File: src/rtl/packetizer_deadlock_monitor_if.sv
// Stream/instance block indicators and status outputs of one packetizer deadlock monitor.
// The master side drives the indicators and control; the slave side is the monitor itself.
interface packetizer_deadlock_monitor_if #(
    parameter int unsigned N_AXIS = 1,
    parameter int unsigned N_INST = 1,
    parameter int unsigned EVT_W  = 16
);
    logic [N_AXIS-1:0]        axis_block_sigs;
    logic [N_INST-1:0]        inst_idle_sigs;
    logic [N_INST-1:0]        inst_block_sigs;
    logic                     enable;
    logic                     clear;
    logic                     block;
    logic                     block_sticky;
    logic [N_AXIS+N_INST-1:0] block_src;
    logic [EVT_W-1:0]         event_count;

    modport master (
        output axis_block_sigs, inst_idle_sigs, inst_block_sigs, enable, clear,
        input  block, block_sticky, block_src, event_count
    );

    modport slave (
        input  axis_block_sigs, inst_idle_sigs, inst_block_sigs, enable, clear,
        output block, block_sticky, block_src, event_count
    );
endinterface

File: src/rtl/packetizer_deadlock_monitor.sv
// Qualifies a dataflow deadlock candidate after HOLD_CYCLES consecutive cycles and reports
// live/sticky status, the source vector seen at entry, and a saturating entry count.
module packetizer_deadlock_monitor #(
    parameter int unsigned N_AXIS      = 1,
    parameter int unsigned N_INST      = 1,
    parameter int unsigned HOLD_CYCLES = 1,
    parameter int unsigned CNT_W       = 16,
    parameter int unsigned EVT_W       = 16
) (
    input logic                         clock,
    input logic                         reset,
    packetizer_deadlock_monitor_if.slave bus
);
    typedef enum logic [1:0] {StIdle, StArming, StBlocked} state_t;

    localparam logic [CNT_W-1:0] HoldM1 = CNT_W'(HOLD_CYCLES - 1);

    state_t                   r_state;
    state_t                   w_state_d;
    logic [CNT_W-1:0]         r_cnt;
    logic [CNT_W-1:0]         w_cnt_d;
    logic                     r_block;
    logic                     r_sticky;
    logic [N_AXIS+N_INST-1:0] r_src;
    logic [EVT_W-1:0]         r_evt;
    logic                     w_cand;
    logic                     w_entry;
    logic [EVT_W-1:0]         w_evt_inc;

    // All-idle never counts: the instance term needs at least one blocked instance.
    assign w_cand = (|bus.axis_block_sigs)
                  | ((&(bus.inst_idle_sigs | bus.inst_block_sigs)) & (|bus.inst_block_sigs));

    always_comb begin
        w_state_d = r_state;
        w_cnt_d   = r_cnt;
        unique case (r_state)
            StIdle: begin
                w_cnt_d = '0;
                if (bus.enable && w_cand) begin
                    if (HOLD_CYCLES == 1) begin
                        w_state_d = StBlocked;
                    end else begin
                        w_state_d = StArming;
                        w_cnt_d   = CNT_W'(1);
                    end
                end
            end
            StArming: begin
                if (!bus.enable || !w_cand) begin
                    w_state_d = StIdle;
                    w_cnt_d   = '0;
                end else if (r_cnt == HoldM1) begin
                    w_state_d = StBlocked;
                end else begin
                    w_cnt_d = r_cnt + CNT_W'(1);
                end
            end
            StBlocked: begin
                if (!bus.enable || !w_cand) begin
                    w_state_d = StIdle;
                    w_cnt_d   = '0;
                end
            end
            default: begin
                w_state_d = StIdle;
                w_cnt_d   = '0;
            end
        endcase
    end

    assign w_entry   = (r_state != StBlocked) && (w_state_d == StBlocked);
    assign w_evt_inc = (&r_evt) ? r_evt : r_evt + EVT_W'(1);

    always_ff @(posedge clock) begin
        if (reset) begin
            r_state  <= StIdle;
            r_cnt    <= '0;
            r_block  <= 1'b0;
            r_sticky <= 1'b0;
            r_src    <= '0;
            r_evt    <= '0;
        end else begin
            r_state <= w_state_d;
            r_cnt   <= w_cnt_d;
            r_block <= (w_state_d == StBlocked);
            // An entry in the same cycle as clear wins and restarts the count at one.
            if (w_entry) begin
                r_sticky <= 1'b1;
                r_src    <= {bus.inst_block_sigs, bus.axis_block_sigs};
                r_evt    <= bus.clear ? EVT_W'(1) : w_evt_inc;
            end else if (bus.clear) begin
                r_sticky <= 1'b0;
                r_src    <= '0;
                r_evt    <= '0;
            end
        end
    end

    assign bus.block        = r_block;
    assign bus.block_sticky = r_sticky;
    assign bus.block_src    = r_src;
    assign bus.event_count  = r_evt;
endmodule

File: src/flat_wrapper.sv
// flat-port wrapper written by rule: the top's interface ports become plain ports
module packetizer_deadlock_monitor_flat 
#(
    parameter int unsigned N_AXIS      = 1,
    parameter int unsigned N_INST      = 1,
    parameter int unsigned HOLD_CYCLES = 1,
    parameter int unsigned CNT_W       = 16,
    parameter int unsigned EVT_W       = 16
)
  (clock, reset, bus_axis_block_sigs, bus_inst_idle_sigs, bus_inst_block_sigs, bus_enable, bus_clear, bus_block, bus_block_sticky, bus_block_src, bus_event_count);
  packetizer_deadlock_monitor_if #(.N_AXIS(N_AXIS), .N_INST(N_INST), .EVT_W(EVT_W)) bus_i ();
  input logic clock;
  input logic reset;
  input wire logic [$bits(bus_i.axis_block_sigs)-1:0] bus_axis_block_sigs;
  input wire logic [$bits(bus_i.inst_idle_sigs)-1:0] bus_inst_idle_sigs;
  input wire logic [$bits(bus_i.inst_block_sigs)-1:0] bus_inst_block_sigs;
  input wire logic [$bits(bus_i.enable)-1:0] bus_enable;
  input wire logic [$bits(bus_i.clear)-1:0] bus_clear;
  output wire logic [$bits(bus_i.block)-1:0] bus_block;
  output wire logic [$bits(bus_i.block_sticky)-1:0] bus_block_sticky;
  output wire logic [$bits(bus_i.block_src)-1:0] bus_block_src;
  output wire logic [$bits(bus_i.event_count)-1:0] bus_event_count;
  assign bus_i.axis_block_sigs = bus_axis_block_sigs;
  assign bus_i.inst_idle_sigs = bus_inst_idle_sigs;
  assign bus_i.inst_block_sigs = bus_inst_block_sigs;
  assign bus_i.enable = bus_enable;
  assign bus_i.clear = bus_clear;
  assign bus_block = bus_i.block;
  assign bus_block_sticky = bus_i.block_sticky;
  assign bus_block_src = bus_i.block_src;
  assign bus_event_count = bus_i.event_count;
  packetizer_deadlock_monitor #(.N_AXIS(N_AXIS), .N_INST(N_INST), .HOLD_CYCLES(HOLD_CYCLES), .CNT_W(CNT_W), .EVT_W(EVT_W)) u_core (.clock(clock), .reset(reset), .bus(bus_i));
endmodule
File: config.mk
export PLATFORM = sky130hd
export DESIGN_NAME = packetizer_deadlock_monitor_flat
export DESIGN_NICKNAME = d
export VERILOG_FILES = /design/src/rtl/packetizer_deadlock_monitor_if.sv /design/src/rtl/packetizer_deadlock_monitor.sv /design/src/flat_wrapper.sv
export SDC_FILE = /design/constraint.sdc
export NUM_CORES = 1
export LEC_CHECK = 0
export BUFFER_PORTS_ARGS = -buffer_cell sky130_fd_sc_hd__buf_2
export CORE_MARGIN = 2
export CORE_UTILIZATION = 51
export DETAILED_ROUTE_END_ITERATION = 10
export HOLD_SLACK_MARGIN = 0.02
export PLACE_DENSITY = 0.73
export REMOVE_ABC_BUFFERS = 1
export SLEW_MARGIN = 10
export SYNTH_ARGS = -nofsm -noshare
export SYNTH_HDL_FRONTEND = slang
export SYNTH_SLANG_ARGS = --single-unit
File: constraint.sdc
create_clock -name clock -period 1.7 [get_ports clock]
set_input_delay 0.425 -clock clock [delete_from_list [all_inputs] [get_ports clock]]
set_output_delay 0.425 -clock clock [all_outputs]
set_load 0.01 [all_outputs]
## Yosys cells after proc, flatten, opt, wreduce, memory -nomap -nowiden

Cells that the tools add are included.

| operators by class | value |
|---|---|
| add/sub/neg operators | 2 |
| equality and inequality tests | 7 |
| muxes and demuxes | 17 |
| bitwise logic cells | 3 |
| reduce and logical (&&, ||, !) cells | 11 |

Operators by type and width:

| cell | number |
|---|---|
| $mux W16 | 7 |
| $add A16 B1 Y16 const B | 2 |
| $pmux W16 S2 | 1 |
| $logic_not A16 Y1 | 1 |
| $reduce_and A16 Y1 | 1 |
| $mux W2 | 6 |
| $pmux W2 S3 | 1 |
| $eq A2 B2 Y1 const B | 2 |
| $ne A2 B2 Y1 const B | 2 |
| $reduce_and A2 Y1 | 2 |
| $ne A3 B2 Y1 const B | 1 |
| $eq A2 B1 Y1 const B | 1 |
| $logic_and A1 B1 Y1 | 2 |
| $logic_not A1 Y1 | 2 |
| $logic_not A2 Y1 | 1 |
| $mux W1 | 2 |
| $ne A2 B1 Y1 const B | 1 |
| $or A1 B1 Y1 | 2 |
| $reduce_bool A2 Y1 | 1 |
| $and A1 B1 Y1 | 1 |
| $logic_or A1 B1 Y1 | 1 |

| storage, ports and cells | value |
|---|---|
| register bits | 38 |
| bits of input ports | 7 |
| output and inout bits | 20 |
| logic and storage cells | 46 |

## Logic depth before layout (Yosys ltp)

| logic depth | value |
|---|---|
| depth after elaboration | 11 |
| depth in mapped cells | 8 |

## Least setup slack after synthesis

No wires, ideal clock.

| timing | value |
|---|---|
| kind | register -> register |
| from | reg u_core.r_cnt[0] |
| to | reg u_core.r_evt[3] (netlist: u_core.bus.event_count[3]) |
| library setup time | 70 ps |
| data arrival time | 1702 ps |
| slack | -72 ps |
| cell stages (with the launch flop) | 8 |
| path buffers | 0 |
| clock period less this slack | 1772 ps |
| cell sequence | dfxtp_1 -> inv_1 -> ha_1 -> nor4b_2 -> a41o_2 -> nand2_4 -> or4_1 -> a21oi_1 |

| on the way | value |
|---|---|
| longest elaborated chain between the ends | 8 |
| elaborated cells between the ends (all ways) | 9 |
| classes of those cells | eq/ne (1); mux (4); reduce/logical (4) |

Ends and longest elaborated chain:

| what | line | RTL |
|---|---|---|
| start: declaration | packetizer_deadlock_monitor.sv:20 | `logic [CNT_W-1:0] r_cnt;` |
| start signal: assignment | packetizer_deadlock_monitor.sv:85 | `r_cnt <= w_cnt_d;` |
| $logic_not A16 Y1 (*) | packetizer_deadlock_monitor.sv:53 | `end else if (r_cnt == HoldM1) begin` |
| $mux W2 (*) | packetizer_deadlock_monitor.sv:53 |  |
| $mux W2 (*) | packetizer_deadlock_monitor.sv:50 | `if (!bus.enable \|\| !w_cand) begin` |
| $pmux W2 S3 (*) | packetizer_deadlock_monitor.sv:37 | `unique case (r_state)` |
| $eq A2 B2 Y1 (*) | packetizer_deadlock_monitor.sv:72 | `assign w_entry = (r_state != StBlocked) && (w_state_d == StBlocked);` |
| $logic_and A1 B1 Y1 (*) | packetizer_deadlock_monitor.sv:72 |  |
| $reduce_bool A2 Y1 (no source line) | -- |  |
| $reduce_and A2 Y1 (no source line) | -- |  |
| end signal: assignment | packetizer_deadlock_monitor.sv:91 | `r_evt <= bus.clear ? EVT_W'(1) : w_evt_inc;` |
| end: declaration | packetizer_deadlock_monitor.sv:25 | `logic [EVT_W-1:0] r_evt;` |

Every way passes the cells marked *; elsewhere a longest branch is shown, timed or not.
A chain may end at the register's enable or synchronous reset.

## Worst setup path in the final report

| timing | value |
|---|---|
| from | reg u_core.r_evt[3] (netlist: u_core.bus.event_count[3]) |
| to | reg u_core.r_evt[9] (netlist: u_core.bus.event_count[9]) |

| on the way | value |
|---|---|
| longest elaborated chain between the ends | 4 |
| elaborated cells between the ends (all ways) | 7 |
| classes of those cells | add/sub (1); eq/ne (1); mux (3); reduce/logical (2) |

Ends and longest elaborated chain:

| what | line | RTL |
|---|---|---|
| $add A16 B1 Y16 | packetizer_deadlock_monitor.sv:73 | `assign w_evt_inc = (&r_evt) ? r_evt : r_evt + EVT_W'(1);` |
| $mux W16 | packetizer_deadlock_monitor.sv:73 |  |
| $mux W16 | packetizer_deadlock_monitor.sv:91 |  |
| $mux W16 | packetizer_deadlock_monitor.sv:88 | `if (w_entry) begin` |

Several ways; a longest one is shown, not always the timed one. The select of a mux whose other input is x is not followed.

==> metrics.yaml <==
outcome:
  outcome: "finished with violations"
  failing_checks: "negative setup slack"
placement:
  finalWeightedCongestion: 0.810
  hpwlAfterDp_um: 3310
  port-buffer-count: 25
  placedCellCount: 332
  preCtsSetupSlack_ps: -209
die:
  rows: 22
  floorplan.initialDensity: 0.521
  floorplan.die.height_um: 64.7
  die-width_um: 64.7
  io_pins: 27
  die_area_mm2: 0.00419
  placeableCoreArea_mm2: 0.00361
sta:
  timing.final.ws_setup_ps: -197
  maxClockFrequency_ghz: 0.527
  clock_skew_ps: 8.37
  unrepaired_setup_endpoints_after_global_routing: "true"
  post-route-period-util: 1.12
  finalSetupViolations: 22
  relSlewSlack: 0.611
  maxSlewViolCount: 0
  max_slew.worst_pin.slew_ps: 578
  setup-tns-final_ps: -2140
  finalHoldViolations: 0
  period_needed_ps: 1900
power_and_ir_drop:
  switching_share: 0.224
  power.combinational.fraction: 0.067
  power_mw: 1.75
  p_int_mw: 1.36
  vdd.ir_drop.worst_uv: 490
  switching_power_mw: 0.391
  static-leakage-power_nw: 1.01
  p_seq_frac: 0.517
  power.clock.fraction: 0.416
  power-per-cell-area_mw_per_mm2: 651
finish:
  multi_input_area_mm2: 0.00119
  register_area_um2: 766
  drive_gt1_frac: 0.395
  layout.filler_cells: 259
  layout.core_utilization: 0.746
  number_of_nets_in_the_finished_design: 308
  most-common-layout-cells: "45 x sky130_fd_sc_hd__buf_4, 34 x sky130_fd_sc_hd__dfxtp_1, 25 x sky130_fd_sc_hd__buf_2"
  syn2layout_area_growth_pct: 43.2
  stdcell_count: 347
  most_common_cell_after_layout_fill_and_taps_aside: "sky130_fd_sc_hd__buf_4"
  antenna_cells_inserted: 0
yosys:
  synth_enable_flop_cells: 0
  yosys_most_used_dff: "sky130_fd_sc_hd__dfxtp_1"
  main_combinational_cell_family_by_area_after_synthesis: "simple AND/OR/NAND/NOR gates"
  syn-cell-area_mm2: 0.00188
  synth_warnings: 0
  synthAdderAreaFrac: 0.0200
  synth_compound_gate_area_share: 0.200
  synth_async_sr_flop_share: 0
  synthesized_instance_count: 223
  post_synthesis_sequential_element_count: 38
  area_fraction_in_and_or_nand_and_nor_cells_after_synthesis: 0.299
  muxShareOfSynthArea: 0.00533
  avgSynthCellArea_um2: 8.43
  synth_cell_types: 47
  sequential_share_of_the_synthesized_area: 0.405
  synth_xor_area_frac: 0.0419
hold_path:
  timing.hold.worst.class: "flop to flop"
  hold_depth: 2
  min_to: "u_core.bus.block_sticky$_SDFFE_PP0P_"
  min-delay-start: "u_core.bus.block_sticky$_SDFFE_PP0P_"
clock_tree:
  tritoncts_num_sinks: 38
  cts_buffers: 5
  clock_insertion_delay_worst_skew_ps: 300
  cts.path.max_buffers: 2
  tritoncts_clock_tree: "yes"
  cts.hold.buffers_added: 0
  cts_root_buffer: "sky130_fd_sc_hd__clkbuf_8"
  clock_tree.htree_level_count: 2
  clk_transition_reported_paths_ps: 80
global_route:
  wire_length_of_the_first_global_routing_pass_um: 8110
  grt_remaining_overflow: 0
  grt.total_usage: 0.251
  grt_pass1_vias: 1797
  grt_max_degree: 16
  antenna_found_initial: 0
routing:
  postRouteAntennaNets: 0
  detail_route.vias_per_cell: 5.69
  drt_wl_total_um: 5100
  detail_route.first_pass.iterations: 4
  residual_drc: 0
  dr.first_iter.drc_count: 165
  route.detailed.wl_per_inst_um: 14.7
  via_count: 1976
worst_setup_path:
  timing.reg2reg.worst_path_depth: 6
  critical_path_required_ps: 1890
  r2r-end: "u_core.bus.event_count[9]$_SDFFE_PP0P_"
  worst_path_most_repeated_cell: "sky130_fd_sc_hd__nand4_1"
  setup_slack_of_the_worst_register_to_register_path_ps: -200
  timing_worst_setup_path_type: "flop to flop"
  critical-path-slowest-cell: "sky130_fd_sc_hd__nor4_1"
  crit_chain: "nand4_1 > nor4_1 > buf_4 > nand4_1 > xnor2_1 > o21ba_2"
  element_type_at_the_critical_path_start: "flop"
  critical_path.startpoint: "u_core.bus.event_count[3]$_SDFFE_PP0P_"
  endpoint_kind: "flop"
  timing.critical_path.arrival_ps: 2080
  crit_path_max_incr_delay_ps: 480
  r2r-start: "u_core.bus.event_count[3]$_SDFFE_PP0P_"
  cp_max_fo: 6
job:
  reported_max_cap_violation_count: 0
[logic make-up (layout without fill, tap and decap cells)]
group | Yosys count | in the layout
and+or+nand+nor | 101 | 101
AOI/OAI and AO/OA | 57 | 57
DFF | 38 | 38
buffers and inverters | 14 | 90
xor gates and xnor gates | 9 | 9
adders and majority gates | 3 | 3
muxes | 1 | 1
[registers in the layout, summed over array words and instances, names as in the netlist]
signal                   count
u_core.bus.block             1
u_core.bus.block_src         2
u_core.bus.block_sticky      1
u_core.bus.event_count      16
u_core.r_cnt                16
u_core.r_state               2
[through the flow]
step	area [um2]	hold WS (ps)
2_1_floorplan	1850	458
3_3_place_gp	2380	445
3_5_place_dp	2380	444
4_1_cts	2610	454
5_1_grt	2690	469
6_report	2690	452
[power groups by stage]
| stage | Combinational, mW | Clock [mW] | Sequential (mW) |
|---|---|---|---|
| 2_1_floorplan | 0.0368 | 0 | 0.928 |
| 3_3_place_gp | 0.0955 | 0 | 0.924 |
| 3_5_place_dp | 0.0963 | 0 | 0.924 |
| 4_1_cts | 0.109 | 0.734 | 0.904 |
| 5_1_grt | 0.125 | 0.780 | 0.906 |
| 6_report | 0.117 | 0.729 | 0.905 |
[layout make-up]
type,instances,area share
clock buffers,8,0.0409
inverters,6,0.00837
repair buffers,76,0.200
multi-input cells,171,0.444
well taps,48,0.0223
flip-flops and latches,38,0.285
[routing by layer]
| layer | GRT usage | wire, um | up-vias |
|---|---|---|---|
| met1 | 0.320 | 2250 | 931 |
| met3 | 0.0712 | 242 | 8 |
| met5 | 0 | 0 | - |
| li1 | - | - | 979 |
| met4 | 0.0931 | 79 | 0 |
| met2 | 0.402 | 2530 | 58 |
[Yosys cell counts, types with 2 or more instances]
master	n	area share
sky130_fd_sc_hd__a211oi_1	2	0.0080
sky130_fd_sc_hd__or2_2	2	0.0067
sky130_fd_sc_hd__a311oi_1	3	0.014
sky130_fd_sc_hd__and2_1	4	0.013
sky130_fd_sc_hd__clkbuf_1	7	0.014
sky130_fd_sc_hd__nor2b_1	2	0.0067
sky130_fd_sc_hd__ha_1	3	0.020
sky130_fd_sc_hd__o31ai_1	5	0.020
sky130_fd_sc_hd__nand2_1	13	0.026
sky130_fd_sc_hd__a21oi_1	19	0.051
sky130_fd_sc_hd__nand4_1	10	0.033
sky130_fd_sc_hd__or3_1	12	0.040
sky130_fd_sc_hd__and4_1	4	0.019
sky130_fd_sc_hd__dfxtp_1	38	0.40
sky130_fd_sc_hd__xnor2_1	3	0.014
sky130_fd_sc_hd__nor4_1	2	0.0067
sky130_fd_sc_hd__o21bai_1	2	0.0080
sky130_fd_sc_hd__o211ai_1	2	0.0080
sky130_fd_sc_hd__xor2_1	6	0.028
sky130_fd_sc_hd__o21ai_0	12	0.032
sky130_fd_sc_hd__or4_1	4	0.016
sky130_fd_sc_hd__nor2_1	22	0.044
sky130_fd_sc_hd__nand3_1	10	0.027
sky130_fd_sc_hd__and3_1	2	0.0067
sky130_fd_sc_hd__o2111ai_1	2	0.0093
sky130_fd_sc_hd__nor3_1	6	0.016
sky130_fd_sc_hd__inv_1	6	0.012
[critical path, delay by kind of cell, from the launching register on]
family / cells / cell delay, ps
simple gates: 3 / 780
buf+inv: 1 / 220
flops: 1 / 430
xor+xnor: 1 / 150
compound gates: 1 / 200
[timing repair]
action,4_1_cts,5_1_grt
endpoints found under the setup margin,23,28
pin swaps,15,9
gates resized for setup,20,20
hold endpoints to repair,0,0
buffers inserted,7,1
[worst max path at each step]
| stage | endpoint | slack [ps] | cells after the start |
|---|---|---|---|
| after floorplan | u_core.bus.event_count[3]$_SDFFE_PP0P_ | -110 | 7 |
| final | u_core.bus.event_count[9]$_SDFFE_PP0P_ | -200 | 6 |
| after global placement | u_core.bus.event_count[5]$_SDFFE_PP0P_ | -190 | 7 |
| after global routing | u_core.bus.event_count[9]$_SDFFE_PP0P_ | -300 | 6 |
| after CTS | u_core.bus.event_count[5]$_SDFFE_PP0P_ | -180 | 7 |
| after detailed placement | u_core.bus.event_count[14]$_SDFFE_PP0P_ | -210 | 7 |
No activity file was read; power rests on OpenSTA's default activity.
